`src/rtl/mips_multicycle_control.sv`:
```
// Main control FSM for the multi-cycle MIPS datapath: fetch/decode/execute/memory/write-back
// sequencing, plus a retired-instruction counter and a sticky illegal-opcode flag.
module mips_multicycle_control #(
  parameter int unsigned CNT_W = 32
) (
  input  logic             clk,
  input  logic             rst_n,
  input  logic [5:0]       opcode,
  output logic             PCWrite,
  output logic             PCWriteCond,
  output logic             IorD,
  output logic             MemRead,
  output logic             MemWrite,
  output logic             IRWrite,
  output logic             MemtoReg,
  output logic             RegDst,
  output logic             RegWrite,
  output logic             ALUSrcA,
  output logic [1:0]       ALUSrcB,
  output logic [2:0]       ALUOp,
  output logic [1:0]       PCSource,
  output logic [3:0]       state_o,
  output logic             illegal_op,
  output logic [CNT_W-1:0] instr_count
);

  localparam logic [5:0] OP_R    = 6'b000000;
  localparam logic [5:0] OP_LW   = 6'b100011;
  localparam logic [5:0] OP_SW   = 6'b101011;
  localparam logic [5:0] OP_BEQ  = 6'b000100;
  localparam logic [5:0] OP_ADDI = 6'b001000;
  localparam logic [5:0] OP_SLTI = 6'b001010;
  localparam logic [5:0] OP_J    = 6'b000010;

  typedef enum logic [3:0] {
    S_FETCH     = 4'd0,
    S_DECODE    = 4'd1,
    S_MEMADR    = 4'd2,
    S_MEMRD     = 4'd3,
    S_MEMWB     = 4'd4,
    S_MEMWR     = 4'd5,
    S_REXEC     = 4'd6,
    S_RWB       = 4'd7,
    S_BRANCH    = 4'd8,
    S_IMMEX_ADD = 4'd9,
    S_IMMEX_SLT = 4'd10,
    S_IMMWB     = 4'd11,
    S_JUMP      = 4'd12
  } state_t;

  typedef struct packed {
    logic       pc_write;
    logic       pc_write_cond;
    logic       iord;
    logic       mem_read;
    logic       mem_write;
    logic       ir_write;
    logic       mem_to_reg;
    logic       reg_dst;
    logic       reg_write;
    logic       alu_src_a;
    logic [1:0] alu_src_b;
    logic [2:0] alu_op;
    logic [1:0] pc_source;
  } ctrl_t;

  state_t           state;
  state_t           state_d;
  ctrl_t            ctrl_q;
  ctrl_t            ctrl_c;
  logic             illegal_q;
  logic [CNT_W-1:0] count_q;

  // Moore control word for a given state; unlisted fields stay 0
  function automatic ctrl_t decode(input state_t s);
    ctrl_t c;
    c = '0;
    case (s)
      S_FETCH: begin
        c.mem_read  = 1'b1;
        c.ir_write  = 1'b1;
        c.alu_src_b = 2'b01;
        c.alu_op    = 3'b011;
        c.pc_write  = 1'b1;
      end
      S_DECODE: begin
        c.alu_src_b = 2'b11;
        c.alu_op    = 3'b011;
      end
      S_MEMADR, S_IMMEX_ADD: begin
        c.alu_src_a = 1'b1;
        c.alu_src_b = 2'b10;
        c.alu_op    = 3'b011;
      end
      S_MEMRD: begin
        c.mem_read = 1'b1;
        c.iord     = 1'b1;
      end
      S_MEMWB: begin
        c.reg_write  = 1'b1;
        c.mem_to_reg = 1'b1;
      end
      S_MEMWR: begin
        c.mem_write = 1'b1;
        c.iord      = 1'b1;
      end
      S_REXEC: c.alu_src_a = 1'b1;
      S_RWB: begin
        c.reg_write = 1'b1;
        c.reg_dst   = 1'b1;
      end
      S_BRANCH: begin
        c.alu_src_a     = 1'b1;
        c.alu_op        = 3'b001;
        c.pc_write_cond = 1'b1;
        c.pc_source     = 2'b01;
      end
      S_IMMEX_SLT: begin
        c.alu_src_a = 1'b1;
        c.alu_src_b = 2'b10;
        c.alu_op    = 3'b010;
      end
      S_IMMWB: c.reg_write = 1'b1;
      S_JUMP: begin
        c.pc_write  = 1'b1;
        c.pc_source = 2'b10;
      end
      default: c = '0;
    endcase
    return c;
  endfunction

  // Next-state logic; opcode only matters in DECODE and MEMADR
  always_comb begin
    state_d = S_FETCH;
    case (state)
      S_FETCH: state_d = S_DECODE;
      S_DECODE: begin
        case (opcode)
          OP_LW, OP_SW: state_d = S_MEMADR;
          OP_R:         state_d = S_REXEC;
          OP_BEQ:       state_d = S_BRANCH;
          OP_ADDI:      state_d = S_IMMEX_ADD;
          OP_SLTI:      state_d = S_IMMEX_SLT;
          OP_J:         state_d = S_JUMP;
          default:      state_d = S_FETCH;
        endcase
      end
      S_MEMADR: begin
        if (opcode == OP_LW)      state_d = S_MEMRD;
        else if (opcode == OP_SW) state_d = S_MEMWR;
        else                      state_d = S_FETCH;
      end
      S_MEMRD:                  state_d = S_MEMWB;
      S_REXEC:                  state_d = S_RWB;
      S_IMMEX_ADD, S_IMMEX_SLT: state_d = S_IMMWB;
      default:                  state_d = S_FETCH;
    endcase
  end

  // Control word is registered alongside the state so it always equals decode(state)
  always_ff @(posedge clk) begin
    if (!rst_n) begin
      state     <= S_FETCH;
      ctrl_q    <= decode(S_FETCH);
      illegal_q <= 1'b0;
      count_q   <= '0;
    end else begin
      state  <= state_d;
      ctrl_q <= decode(state_d);
      if (state == S_DECODE) begin
        if (state_d == S_FETCH) illegal_q <= 1'b1;
        else                    count_q   <= count_q + CNT_W'(1);
      end
    end
  end

  // Reset must suppress every datapath write immediately, not just after the next edge
  always_comb begin
    ctrl_c = rst_n ? ctrl_q : '0;
  end

  assign PCWrite     = ctrl_c.pc_write;
  assign PCWriteCond = ctrl_c.pc_write_cond;
  assign IorD        = ctrl_c.iord;
  assign MemRead     = ctrl_c.mem_read;
  assign MemWrite    = ctrl_c.mem_write;
  assign IRWrite     = ctrl_c.ir_write;
  assign MemtoReg    = ctrl_c.mem_to_reg;
  assign RegDst      = ctrl_c.reg_dst;
  assign RegWrite    = ctrl_c.reg_write;
  assign ALUSrcA     = ctrl_c.alu_src_a;
  assign ALUSrcB     = ctrl_c.alu_src_b;
  assign ALUOp       = ctrl_c.alu_op;
  assign PCSource    = ctrl_c.pc_source;
  assign state_o     = state;
  assign illegal_op  = illegal_q;
  assign instr_count = count_q;

endmodule

```
`config.mk`:
```
export PLATFORM = sky130hd
export DESIGN_NAME = mips_multicycle_control
export DESIGN_NICKNAME = d
export VERILOG_FILES = /design/src/rtl/mips_multicycle_control.sv
export SDC_FILE = /design/constraint.sdc
export NUM_CORES = 1
export LEC_CHECK = 0
export ABC_AREA = 1
export CORE_MARGIN = 2
export CORE_UTILIZATION = 25
export DETAILED_ROUTE_END_ITERATION = 12
export PLACE_DENSITY = 0.42
export SLEW_MARGIN = 0
export SYNTH_ARGS = -nofsm -noshare
export SYNTH_HDL_FRONTEND = slang
export SYNTH_SLANG_ARGS = --single-unit
```
`constraint.sdc`:
```
create_clock -name clk -period 5.47 [get_ports clk]
set_clock_uncertainty 0.15 [all_clocks]
set_input_delay 1.094 -clock clk [delete_from_list [all_inputs] [get_ports clk]]
set_output_delay 1.094 -clock clk [all_outputs]
set_load 0.02 [all_outputs]
```
==> results by group, run 1 <==
Run status
  • Outcome: finished, final reports clean

CTS
  • CTS Hold Buffers Added: 0
  • Clock tree from TritonCTS: built
  • Clock-pin slew on the worst setup and hold paths: 0.07 ns
  • Clock sink count: 52
  • Post-CTS Setup Bufs: 0
  • CTS resizes: 0
  • H-tree depth: 2
  • Clock buffer depth: 2
  • CTS Root Cell: clkbuf_16
  • CTS Buf Count: 5
  • Clk_lat worst skew: 0.30 ns

Power
  • Leak pwr: about 0.0015 µW
  • Peak supply drop: ~0.13 mV
  • Cell area power density: between 200 and 250 nW/µm²

Yosys
  • Main combinational cell family by area after synthesis: simple AND/OR/NAND/NOR gates
  • Syn Nets: 488
  • Post-synthesis sequential area ratio: 34.4%
  • Adder-cell share of the synthesized area: less than 1%
  • Post-synthesis cell area: slightly above 3000 µm²
  • Post-Synth XOR/XNOR Area: around 5.5%
  • Synthesized area per cell: around 6.3 µm²
  • Post-synthesis register bit count: between 50 and 60
  • Number of library cell types mapped by synthesis: 28
  • Synthesized instance count: ~480
  • Post-synthesis simple-gate area fraction: 42.7%
  • Mux share of post-synthesis cell area: 0%
  • Synth Area in Compound Gates: 6.86%
  • Yosys warns: 0

Route
  • DR WL/cell: about 14 µm
  • Post-route ant nets: 0
  • Detailed Route WL: 9200 µm
  • Vias: 3069
  • DRT met1 WL: 4350 µm
  • 1st-iter DRT viols: 114
  • Via density: 4.53
  • 1st-pass router iterations: 4
  • Top sig layer: met4
  • Wire length on met3: about 400 µm
  • WL met2: approximately 4200 µm
  • # DRC: 0

Hold path
  • Hold WC Path Type: reg2reg

Global routing
  • Vias in the first global route: between 2000 and 3000
  • Initial antenna violation count: 0
  • Total gr overflow: 0
  • Largest net degree at the start of global routing: between 40 and 50
  • Total track usage: around 15%
  • First-pass GRT wire length: 15000 µm

Final layout
  • Layout area overhead: 27.5%
  • Final core occ: between 30% and 40%
  • Fraction of layout cells with a size suffix above 1: ~3.8%
  • Diodes inserted: 0
  • Area of the multi-input gates: around 1700 µm²
  • FF/Latch Area: approximately 1000 µm²
  • Filler cell count: about 1300
  • Final net count: roughly 540

Floorplan
  • Die footprint: 13000 µm²
  • Core Area: ~12000 µm²
  • Io pins: 62
  • Starting density of the core: roughly a quarter
  • Die Span Y: between 100 and 150 µm
  • Die width: around 110 µm
  • # rows: 40

STA
  • Worst Tran Pin Value: 0.882 ns
  • Setup tns final: 0 ns
  • Setup violators final: 0
  • Final period util: 76.1%
  • Max-slew violations: 0
  • Relative slew slack: between 40 and 50%
  • F_max: between 0.2 and 0.25 GHz
  • Setup repair after global routing missed its margin: false
  • Final-report hold violation count: 0
  • Min cycle time layout: about 4.2 ns

Flow run
  • Max-Cap Viols: 0

Placed design
  • Final HPWL DP: about 6800 µm
  • Final RePlAce weighted congestion: 0.921
  • Port Buffer Count: 60

Setup path
  • Crit path kind: in2out
  • Critical Path RT: roughly 4.2 ns
  • Worst EP arrival: around 2.9 ns
  • Worst setup SP type: input port
  • Capturing element type of the critical path: output pin
  • Worst-path fanout max: 23
-- synthesized netlist by cell type --
cell        n  share of area [%]
dfxtp_1    52                 34
nand4_2     1               0.41
xnor2_1     3               0.87
nor3_1     14                2.3
nor3_2      1               0.33
nor2_1     65                8.1
a21oi_1    35                5.8
clkbuf_1    6               0.74
nor2_4      1               0.37
nand2_1   146                 18
nand2_2     2               0.41
buf_4       5                1.2
clkinv_1    1               0.12
nand4_1     5                1.0
buf_2       2               0.33
nand3_1    54                8.9
ha_1        1               0.41
nand3_2     2               0.66
xor2_1     16                4.6
o31ai_1     1               0.25
buf_6       4                1.5
conb_1      1               0.12
nand3b_1    6                1.5
inv_1      48                6.0
buf_1       1               0.12
o21a_1      2               0.50
nor2_2      3               0.62
o211a_1     1               0.33
-- state kept, by name, indices dropped and copies added, names as in the netlist --
name	cells
instr_count	32
ctrl_q	15
state_o	4
illegal_op	1
-- logic make-up (layout without fill, tap and decap cells) --
family          after synthesis  in the layout
other cells                   1              1
fa+ha+maj                     1              1
xor+xnor                     19             19
buf+inv                      67            119
compound gates               39             39
simple gates                300            300
flops                        52             52
-- cell type report --
class	count	share of cell area, %
repair buffers	62	15.9
multi-input cells	360	43.6
flip-flops and latches	52	27.0
clock inverters	3	0.713
inverters	49	4.76
clock buffers	5	3.24
well taps	147	4.76
-- power by group --
group,total (µW),switching (µW),internal (µW)
Sequential,390,5.24,385
Combinational,90.6,62.0,28.6
Clock,333,159,174
Total,814,226,588
-- path summary, 6_finish.rpt --
kind	startpoint	end	slack [ns]	depth (start not counted)
hold reg to reg	illegal_op$_SDFFE_PN0P_	illegal_op$_SDFFE_PN0P_	0.32	1
setup / recovery	rst_n	PCWriteCond	1.31	4
hold / removal	illegal_op$_SDFFE_PN0P_	illegal_op$_SDFFE_PN0P_	0.32	1
setup reg to reg	state_o[2]$_SDFF_PN0_	instr_count[21]$_SDFFE_PN0P_	2.67	10
-- worst max-delay path, cell delays in order --
cell and delay [ns]:
clkdlybuf4s50_1 1.00, nand2_1 0.12, inv_1 0.10, clkdlybuf4s50_1 0.60
-- routing by layer --
layer / vias to the layer above / global-route usage (%)
met2: 62 / 23.3
met4: 0 / 6.67
met3: 21 / 3.07
met5: - / 0
li1: 1615 / -
met1: 1371 / 19.2
-- per-stage QoR --
step	area [µm²]	power, µW	cells	hold slack [ns]	setup slack [ns]
2_1_floorplan	3030	464	479	0.405	2.47
3_3_place_gp	3710	491	670	0.312	1.34
3_5_place_dp	3710	492	670	0.310	1.28
4_1_cts	3860	829	678	0.329	1.28
5_1_grt	3860	851	678	0.346	1.15
6_report	3860	814	678	0.325	1.31
-- placed cells by master, fill, tap and decap left out --
cell type,netlist,final
nand3b_1,6,6
clkdlybuf4s50_1,0,60
nand2_1,146,146
o31ai_1,1,1
o21a_1,2,2
ha_1,1,1
nand3_2,2,2
nand3_1,54,54
conb_1,1,1
buf_4,5,2
xor2_1,16,16
clkinv_4,0,1
nor2_2,3,3
nor3_1,14,14
inv_8,0,1
nand2_2,2,2
nor2_4,1,1
nand4_1,5,5
a21oi_1,35,35
nor3_2,1,1
o211a_1,1,1
dfxtp_1,52,52
nor2_1,65,65
inv_1,48,48
nand4_2,1,1
clkbuf_16,0,5
clkinvlp_4,0,1
xnor2_1,3,3
clkinv_1,1,1
Note: power is estimated with default switching activity, not from simulation.
==> run 2, diff against run 1 <==
clock period = 4.2 ns   (was 5.47 ns; I/O delays follow)
==> results by group, run 2 (synthesized netlist as in run 1, its figures left out) <==
Run status
  • Outcome: finished, final reports clean

Final layout
  • Max FFs per register: 32 (unchanged)
  • Commonest non-fill, non-tap cell in the layout: nand2_1
  • Finished Layout Cells: 682 (+0.59%)
  • Final net count: 543 (+0.74%)
  • Layout area overhead: 28.6%
  • Commonest cells after routing, fill and taps aside: nand2_1, nor2_1, clkdlybuf4s50_1
  • Diodes inserted: 0 (unchanged)
  • Filler cell count: 1332 (-0.30%)
  • Fraction of layout cells with a size suffix above 1: 4.49% (+0.72 points)
  • Final instance area: 3890 µm² (+0.81%)

STA
  • Worst Tran Pin Value: 0.603 ns (-0.279 ns)
  • Max-slew violations: 0 (unchanged)
  • F_max: about 0.31 GHz
  • Setup violators final: 0 (unchanged)
  • Setup tns final: 0 ns (unchanged)
  • Final-report hold violation count: 0 (unchanged)
  • Final period util: 76.6%
  • Relative slew slack: 59.6% (+19 points)
  • Setup repair after global routing missed its margin: false
  • Min cycle time layout: approximately 3.2 ns

Route
  • Via density: 4.60 (+1.6%)
  • Detailed Route WL: 9330 µm (+1.5%)
  • Post-route ant nets: 0 (unchanged)
  • DR WL/cell: 13.7 µm (+0.89%)
  • # DRC: 0 (unchanged)
  • 1st-iter DRT viols: 129 (+13%)
  • Vias: 3135 (+2.2%)
  • 1st-pass router iterations: 4 (unchanged)

CTS
  • Clock-pin slew on the worst setup and hold paths: 0.08 ns (about the same)
  • CTS Root Cell: clkbuf_16
  • H-tree depth: 2 (unchanged)
  • CTS Hold Buffers Added: 0 (unchanged)
  • CTS resizes: 0 (unchanged)
  • Clock sink count: 52 (unchanged)
  • Post-CTS Setup Bufs: 0 (unchanged)
  • Clock tree from TritonCTS: built
  • Clock buffer depth: 2 (unchanged)
  • CTS Buf Count: 5 (unchanged)
  • Clk_lat worst skew: 0.31 ns (about the same)

Global routing
  • First-pass GRT wire length: 15300 µm (+1.9%)
  • Largest net degree at the start of global routing: 38 (-7.3%)
  • Initial antenna violation count: 0 (unchanged)
  • Total track usage: 14.9% (+0.22 points)
  • Vias in the first global route: 3095 (+3.7%)
  • Total gr overflow: 0 (unchanged)

Placed design
  • Port Buffer Count: 60 (unchanged)
  • Placed Area: 3740 µm² (+0.81%)
  • Final RePlAce weighted congestion: 0.937 (+1.7%)
  • Final HPWL DP: 7110 µm (+4.8%)
  • Placed Cells: 674 (+0.60%)

Floorplan
  • Die footprint: 13000 µm² (unchanged)
  • Die width: 114 µm (unchanged)
  • Core Area: 11900 µm² (unchanged)
  • # rows: 40 (unchanged)
  • Io pins: 62 (unchanged)
  • Die Span Y: 114 µm (unchanged)
  • Starting density of the core: 25.4% (unchanged)

Setup path
  • Launching point of the worst reg2reg path: instr_count[0]$_SDFFE_PN0P_
  • CP max-delay cell: clkdlybuf4s50_1
  • Crit path from: rst_n
  • Worst setup SP type: input port
  • Top cell family by delay on the critical path: buffers and inverters
  • Bufs and invs on worst path: 4 (+1)
  • Slowest Stage Delay on Critical Path: 0.59 ns (-0.41 ns)
  • Most Frequent Cell on Critical Path: clkdlybuf4s50_1
  • Worst-path fanout max: 11 (-52%)
  • Worst EP arrival: 2.23 ns (-0.69 ns)
  • Capturing element type of the critical path: output pin
  • Crit path kind: in2out
  • CP Cell Sequence: clkdlybuf4s50_1 > buf_4 > nand2_1 > inv_1 > clkdlybuf4s50_1
  • Critical Path RT: 3.21 ns (-1.02 ns)

Power
  • Leak pwr: 0.00152 µW (+1.6%)
  • Comb power frac: 11.3% (+0.2 points)
  • Clock power share: 41.2% (+0.3 points)
  • Peak supply drop: 0.168 mV (+31%)
  • Cell area power density: 276 nW/µm² (+31%)
  • Reg power frac: 47.5% (-0.5 points)
  • Switch share: 28.1% (+0.32 points)
  • Switch Pwr: 301 µW (+33%)
  • Internal cell power: 772 µW (+31%)

Hold path
  • Hold WC Path Type: reg2reg
  • Start point of the worst hold path: illegal_op$_SDFFE_PN0P_

Flow run
  • Max-Cap Viols: 0 (unchanged)
## run 2: cell types whose count changed in the layout (fill, tap and decap cells not counted)
| cell | delta |
|---|---|
| clkinv_4 | -1 |
| buf_4 | +4 |
| clkinvlp_4 | -1 |
| inv_6 | +2 |
## run 2: path summary, 6_finish.rpt
path / to / cells after the start / slack [ns]
worst max-delay path: MemtoReg / 5 / 0.98
worst min-delay path: illegal_op$_SDFFE_PN0P_ / 1 / 0.32
worst min register to register: illegal_op$_SDFFE_PN0P_ / 1 / 0.32
worst max register to register: instr_count[12]$_SDFFE_PN0P_ / 8 / 1.61
## run 2: power by group through the flow
stage               registers (µW)  logic [µW]  clock network, µW
finish                         510         121                443
global route                   511         136                470
CTS                            510         124                461
detailed placement             521         123                  0
global placement               521         123                  0
floorplan                      522        82.6                  0
## run 2: layer usage
metal	up-vias	GRT usage (%)	part of all wire [%]	wire, µm
li1	1624	-	-	-
met1	1422	18.8	47	4380
met2	69	24.5	46	4250
met3	20	2.91	4.1	381
met4	0	6.91	3.4	315
met5	-	0	0	0
## run 2: area by class of cell
type                       count  area (µm²)  share of cell area, %
clock inverter                 3        28.8                  0.739
timing repair buffer          66         646                   16.6
sequential                    52        1040                   26.7
multi-input combinational    360        1680                   43.3
clock buffer                   5         125                   3.21
inverter                      49         184                   4.73
tap                          147         184                   4.73
## run 2: stage by stage
step                      total power [µW]  hold WS, ns  utilization, %  worst slack, ns
after floorplan                        605        0.405               -             1.71
after CTS                             1090        0.323            32.7            0.975
after global routing                  1120        0.343            32.7            0.922
after global placement                 645        0.306            31.4             1.00
final                                 1070        0.319            32.7            0.985
after detailed placement               644        0.303            31.4            0.987
==> run 3, diff against run 2 <==
clock period = 3.19 ns   (was 4.2 ns; I/O delays follow)
==> results by group, run 3 (synthesized netlist as in run 1, its figures left out) <==
STA
  • Minimum hold slack: 0.335 ns (+0.0159 ns)
  • Min cycle time layout: between 2 and 3 ns
  • F_max: 0.349 GHz
  • Final period util: between 80% and 90%
  • Final-report hold violation count: 0 (unchanged)
  • Setup tns final: 0 ns (unchanged)
  • Setup violators final: 0 (unchanged)
  • Setup repair after global routing missed its margin: false
  • Worst Tran Pin Value: 0.593 ns (-0.00992 ns)
  • Relative slew slack: 60.3% (+0.66 points)
  • Max-slew violations: 0 (unchanged)

Power
  • Switch Pwr: 370 µW (+23%)
  • Reg power frac: 45.9% (-1.6 points)
  • Clock power share: 42.9% (+1.7 points)
  • Cell area power density: 372 nW/µm² (+35%)
  • Internal cell power: 1090 µW (+41%)
  • Comb power frac: 11.2% (about the same)
  • Switch share: 25.4% (-2.7 points)
  • Total power: 1460 µW (+36%)
  • Leak pwr: 0.00153 µW (+0.78%)
  • Peak supply drop: 0.289 mV (+72%)

Final layout
  • Max FFs per register: 32 (unchanged)
  • Fraction of layout cells with a size suffix above 1: 4.66% (+0.18 points)
  • Commonest cells after routing, fill and taps aside: nand2_1, nor2_1, clkdlybuf4s50_1
  • Final instance area: 3920 µm² (+0.68%)
  • Layout area overhead: 29.4%
  • Diodes inserted: 0 (unchanged)
  • Commonest non-fill, non-tap cell in the layout: nand2_1
  • Final net count: 544 (+0.18%)

Route
  • Post-route ant nets: 0 (unchanged)
  • Vias: 3130 (-0.16%)
  • 1st-pass router iterations: 4 (unchanged)
  • DR WL/cell: 13.4 µm (-2.4%)
  • Via density: 4.58 (-0.31%)
  • # DRC: 0 (unchanged)
  • 1st-iter DRT viols: 170 (+32%)
  • Detailed Route WL: 9130 µm (-2.2%)

Hold path
  • Hold WC Path Type: reg2reg

Floorplan
  • Die Span Y: 114 µm (unchanged)
  • Die width: 114 µm (unchanged)
  • Starting density of the core: 25.4% (unchanged)
  • # rows: 40 (unchanged)
  • Io pins: 62 (unchanged)
  • Core Area: 11900 µm² (unchanged)
  • Die footprint: 13000 µm² (unchanged)

Setup path
  • Worst-path fanout max: 19 (+8)
  • Worst EP arrival: 2.08 ns (-0.15 ns)
  • Worst setup SP type: input port
  • Most Frequent Cell on Critical Path: clkdlybuf4s50_1
  • Crit path kind: in2out
  • Slowest Stage Delay on Critical Path: 0.62 ns (+0.03 ns)
  • CP Cell Sequence: clkdlybuf4s50_1 > buf_4 > nand2_1 > inv_1 > clkdlybuf4s50_1
  • Critical Path RT: 2.40 ns (-0.81 ns)
  • Capturing element type of the critical path: output pin
  • CP max-delay cell: clkdlybuf4s50_1

CTS
  • CTS Root Cell: clkbuf_16
  • CTS Buf Count: 5 (unchanged)
  • CTS resizes: 0 (unchanged)
  • Clock buffer depth: 2 (unchanged)
  • Clock sink count: 52 (unchanged)
  • CTS Hold Buffers Added: 0 (unchanged)
  • Clock tree from TritonCTS: built
  • Post-CTS Setup Bufs: 0 (unchanged)
  • Clock-pin slew on the worst setup and hold paths: 0.07 ns (about the same)
  • Clk_lat worst skew: 0.30 ns (about the same)
  • H-tree depth: 2 (unchanged)

Placed design
  • Final RePlAce weighted congestion: 0.931 (-0.64%)
  • Final HPWL DP: 7160 µm (+0.68%)
  • Placed Area: 3750 µm² (+0.20%)
  • Port Buffer Count: 60 (unchanged)

Global routing
  • Total gr overflow: 0 (unchanged)
  • Vias in the first global route: 3085 (-0.32%)
  • Largest net degree at the start of global routing: 32 (-16%)
  • First-pass GRT wire length: 15200 µm (-0.82%)
  • Total track usage: 14.7% (-0.16 points)
  • Initial antenna violation count: 0 (unchanged)

Flow run
  • Max-Cap Viols: 0 (unchanged)

Run status
  • Outcome: finished, final reports clean
==> run 3: cell type report <==
| type | count | area [µm²] |
|---|---|---|
| clock inverter | 3 | 47.5 |
| inverter | 49 | 184 |
| tap | 147 | 184 |
| fill | 1333 | 7990 |
| clock buffer | 5 | 125 |
| timing repair buffer | 67 | 653 |
| sequential | 52 | 1040 |
| multi-input combinational | 360 | 1680 |
==> run 3: layer usage <==
| metal | wire length, µm | track usage [%] | share of wire, % |
|---|---|---|---|
| met1 | 4530 | 20.3 | 50 |
| met4 | 246 | 6.50 | 2.7 |
| met3 | 362 | 2.86 | 4.0 |
| met5 | 0 | 0 | 0 |
| met2 | 3980 | 22.3 | 44 |
==> run 3: worst paths after layout <==
kind / cells after the start / end / slack [ns] / from
worst min-delay path: 1 / illegal_op$_SDFFE_PN0P_ / 0.34 / illegal_op$_SDFFE_PN0P_
worst min register to register: 1 / illegal_op$_SDFFE_PN0P_ / 0.34 / illegal_op$_SDFFE_PN0P_
worst max register to register: 9 / instr_count[28]$_SDFFE_PN0P_ / 0.72 / instr_count[0]$_SDFFE_PN0P_
worst max-delay path: 5 / PCWrite / 0.32 / rst_n
==> run 3: stage by stage <==
stage	instances	util [%]	setup slack, ns
global placement	675	31.4	0.294
detailed placement	675	31.4	0.288
CTS	683	32.9	0.289
floorplan	479	-	1.11
finish	683	32.9	0.323
global route	683	32.9	0.242
==> run 3: power by group through the flow <==
stage                     registers [µW]  clock network (µW)  logic (µW)
final                                670                 626         163
after global routing                 671                 673         180
after CTS                            670                 648         165
after detailed placement             685                   0         164
after global placement               685                   0         165
after floorplan                      687                   0         109
==> run 3: critical path: cells and delay by family <==
family	cells	cell delay, ns
and+or+nand+nor	1	0.08
buffers and inverters	4	1.36
==> RTL change (config.mk and constraints of run 1) <==
`CNT_W`: 32 -> 64.
--- a/src/rtl/mips_multicycle_control.sv
+++ b/src/rtl/mips_multicycle_control.sv
@@ -1,7 +1,7 @@
 // Main control FSM for the multi-cycle MIPS datapath: fetch/decode/execute/memory/write-back
 // sequencing, plus a retired-instruction counter and a sticky illegal-opcode flag.
 module mips_multicycle_control #(
-  parameter int unsigned CNT_W = 32
+  parameter int unsigned CNT_W = 64
 ) (
   input  logic             clk,
   input  logic             rst_n,
Interface: changed (resized instr_count); port bits go from 62 to 94. No check against the original RTL was run, so the function may have changed too.
==> RTL change against run 1 <==
  * Power grew 72%
  * Cell area grew 74%
  * Sequential power grew 59%
  * Sequential cell count grew 32
  * Worst hold slack lost 23 ps
  * Synthesized area grew 77%
  * Critical path type unchanged
  * Utilization shrank 0.39 points
  * Routed wire length grew 110%
  * Setup slack gained 82 ps
==> RTL change: results (changes against run 1) <==
outcome=completed; FF-to-FF path depth=9 (-1); crit path DAT=2840 ps (-80 ps); critical-path maximum fanout=21 (-8.7%); Hold Crit Class=register to register; R2R Path End=instr_count[29]$_SDFFE_PN0P_; worst r2r src=state_o[0]$_SDFF_PN0_; antenna fix cells=0 (unchanged); Fill cells=2368 (+77%); share of layout cells above drive strength 1=0.03601 (-0.001657); yosys warns=0 (unchanged); DP Wirelength=14820 um (+120%); routability cong.=0.8668 (-5.9%); post-synthesis sequential area ratio=0.3145 (-0.02927); drt via density=4.588 (+1.4%); worst hold path startpoint=illegal_op$_SDFFE_PN0P_; drt pass-1 iters=5 (+1); overall routing resource usage=0.1736 (+0.02684); hold depth=2 (+1); clk_lat worst skew=350 ps (+50 ps); Async SR Flop Fraction=0 (unchanged); H-tree level count=3 (+1); internal reg-to-reg setup slack=2220 ps (-450 ps); first-pass GRT wire length=29810 um (+98%); Peak VDD IR=0.1178 mV (-8.3%); Worst Tran Pin Value=1034 ps (+151.8 ps); Main synth FF type=dfxtp_1; Net Count, Synth=903 (+85%); Final period util=0.7457 (-0.01497); vias in the first global route=5175 (+73%); Pleak=2.184 nW (+46%); post-cts resize count=0 (unchanged); Final #Nets=976 (+81%); most frequent cells after synthesis=nand2_1, nor2_1, nand3_1; Num CTS Buffers=9 (+4); PortBufs=92 (+53%); pin count of the biggest net entering global routing=71 (+73%); top post-synthesis cells by area=dfxtp_1, nand2_1, nor2_1, nand3_1, a21oi_1; library cells used by synthesis=31 (+11%); number of DRC markers in iteration 0=407 (+260%); number of flops mapped to enable cells by yosys=0 (unchanged); Hold Path Sink=illegal_op$_SDFFE_PN0P_; max reg flops=64 (+100%); CTS max path bufs=2 (unchanged); Post-Route WL=19250 um (+110%); dpl ws=1365 ps (+82.60 ps); Post-CTS Setup Bufs=0 (unchanged)
==> RTL change: changes by cell type after synthesis, sizes merged, moves of 5 or more <==
cell    change
nand3b      -5
o21ai      +17
nand3      +40
xnor2      +18
a21oi      +34
nor2       +84
xor2        -6
dfxtp      +32
nor3        -9
nand2     +164
inv        +20
buf        +12
nand4      +12
==> RTL change: cells by family after synthesis <==
logic type	count (synthesis)	synth area share
xor+xnor	31	0.05078
buf+inv	100	0.08565
compound gates	88	0.08331
other cells	1	0.0007014
fa+ha+maj	1	0.002340
flops	84	0.3145
simple gates	589	0.4627
==> RTL change: routing by layer <==
layer,global-route usage,vias to the layer above,share of wire
met1,0.2533,2579,0.50
met5,0,-,0
met3,0.02242,12,0.045
met2,0.2676,127,0.44
li1,-,3003,-
met4,0.04811,0,0.012
==> RTL change: worst max-delay path by stage <==
stage	from	cells after the start	to
floorplan	rst_n	5	PCSource[0]
global placement	rst_n	4	PCWriteCond
detailed placement	rst_n	4	PCWriteCond
CTS	rst_n	4	PCWriteCond
global route	rst_n	4	MemtoReg
finish	rst_n	4	PCWriteCond
==> RTL change: layout make-up <==
cell class / instances / area share
multi-input combinational: 710 / 0.4764
clock inverter: 7 / 0.01227
clock buffer: 9 / 0.03346
sequential: 84 / 0.2498
timing repair buffer: 94 / 0.1390
tap: 275 / 0.05112
inverter: 68 / 0.03792
==> RTL change: power breakdown <==
| group | total [W] | switching [W] | internal (W) |
|---|---|---|---|
| clock network | 0.000653 | 0.000292 | 0.000362 |
| logic | 0.000123 | 0.0000919 | 0.0000315 |
| registers | 0.000622 | 0.00000498 | 0.000617 |
| total | 0.00140 | 0.000389 | 0.00101 |
==> RTL change: metrics by stage <==
stage          instance area (um2)  utilization   power, W  hold slack (ps)  cells
2_1_floorplan                 5346            -  0.0007354            376.4    894
3_3_place_gp                  6424       0.3056  0.0007639            291.3   1231
3_5_place_dp                  6424       0.3056  0.0007625            293.3   1231
4_1_cts                       6731       0.3202   0.001420            304.4   1247
5_1_grt                       6731       0.3202   0.001456            345.4   1247
6_report                      6731       0.3202   0.001399            301.6   1247
==> RTL change: critical path: stages <==
cell	delay, ps
clkdlybuf4s50_1	930
nand2_1	110
inv_1	100
clkdlybuf4s50_1	600
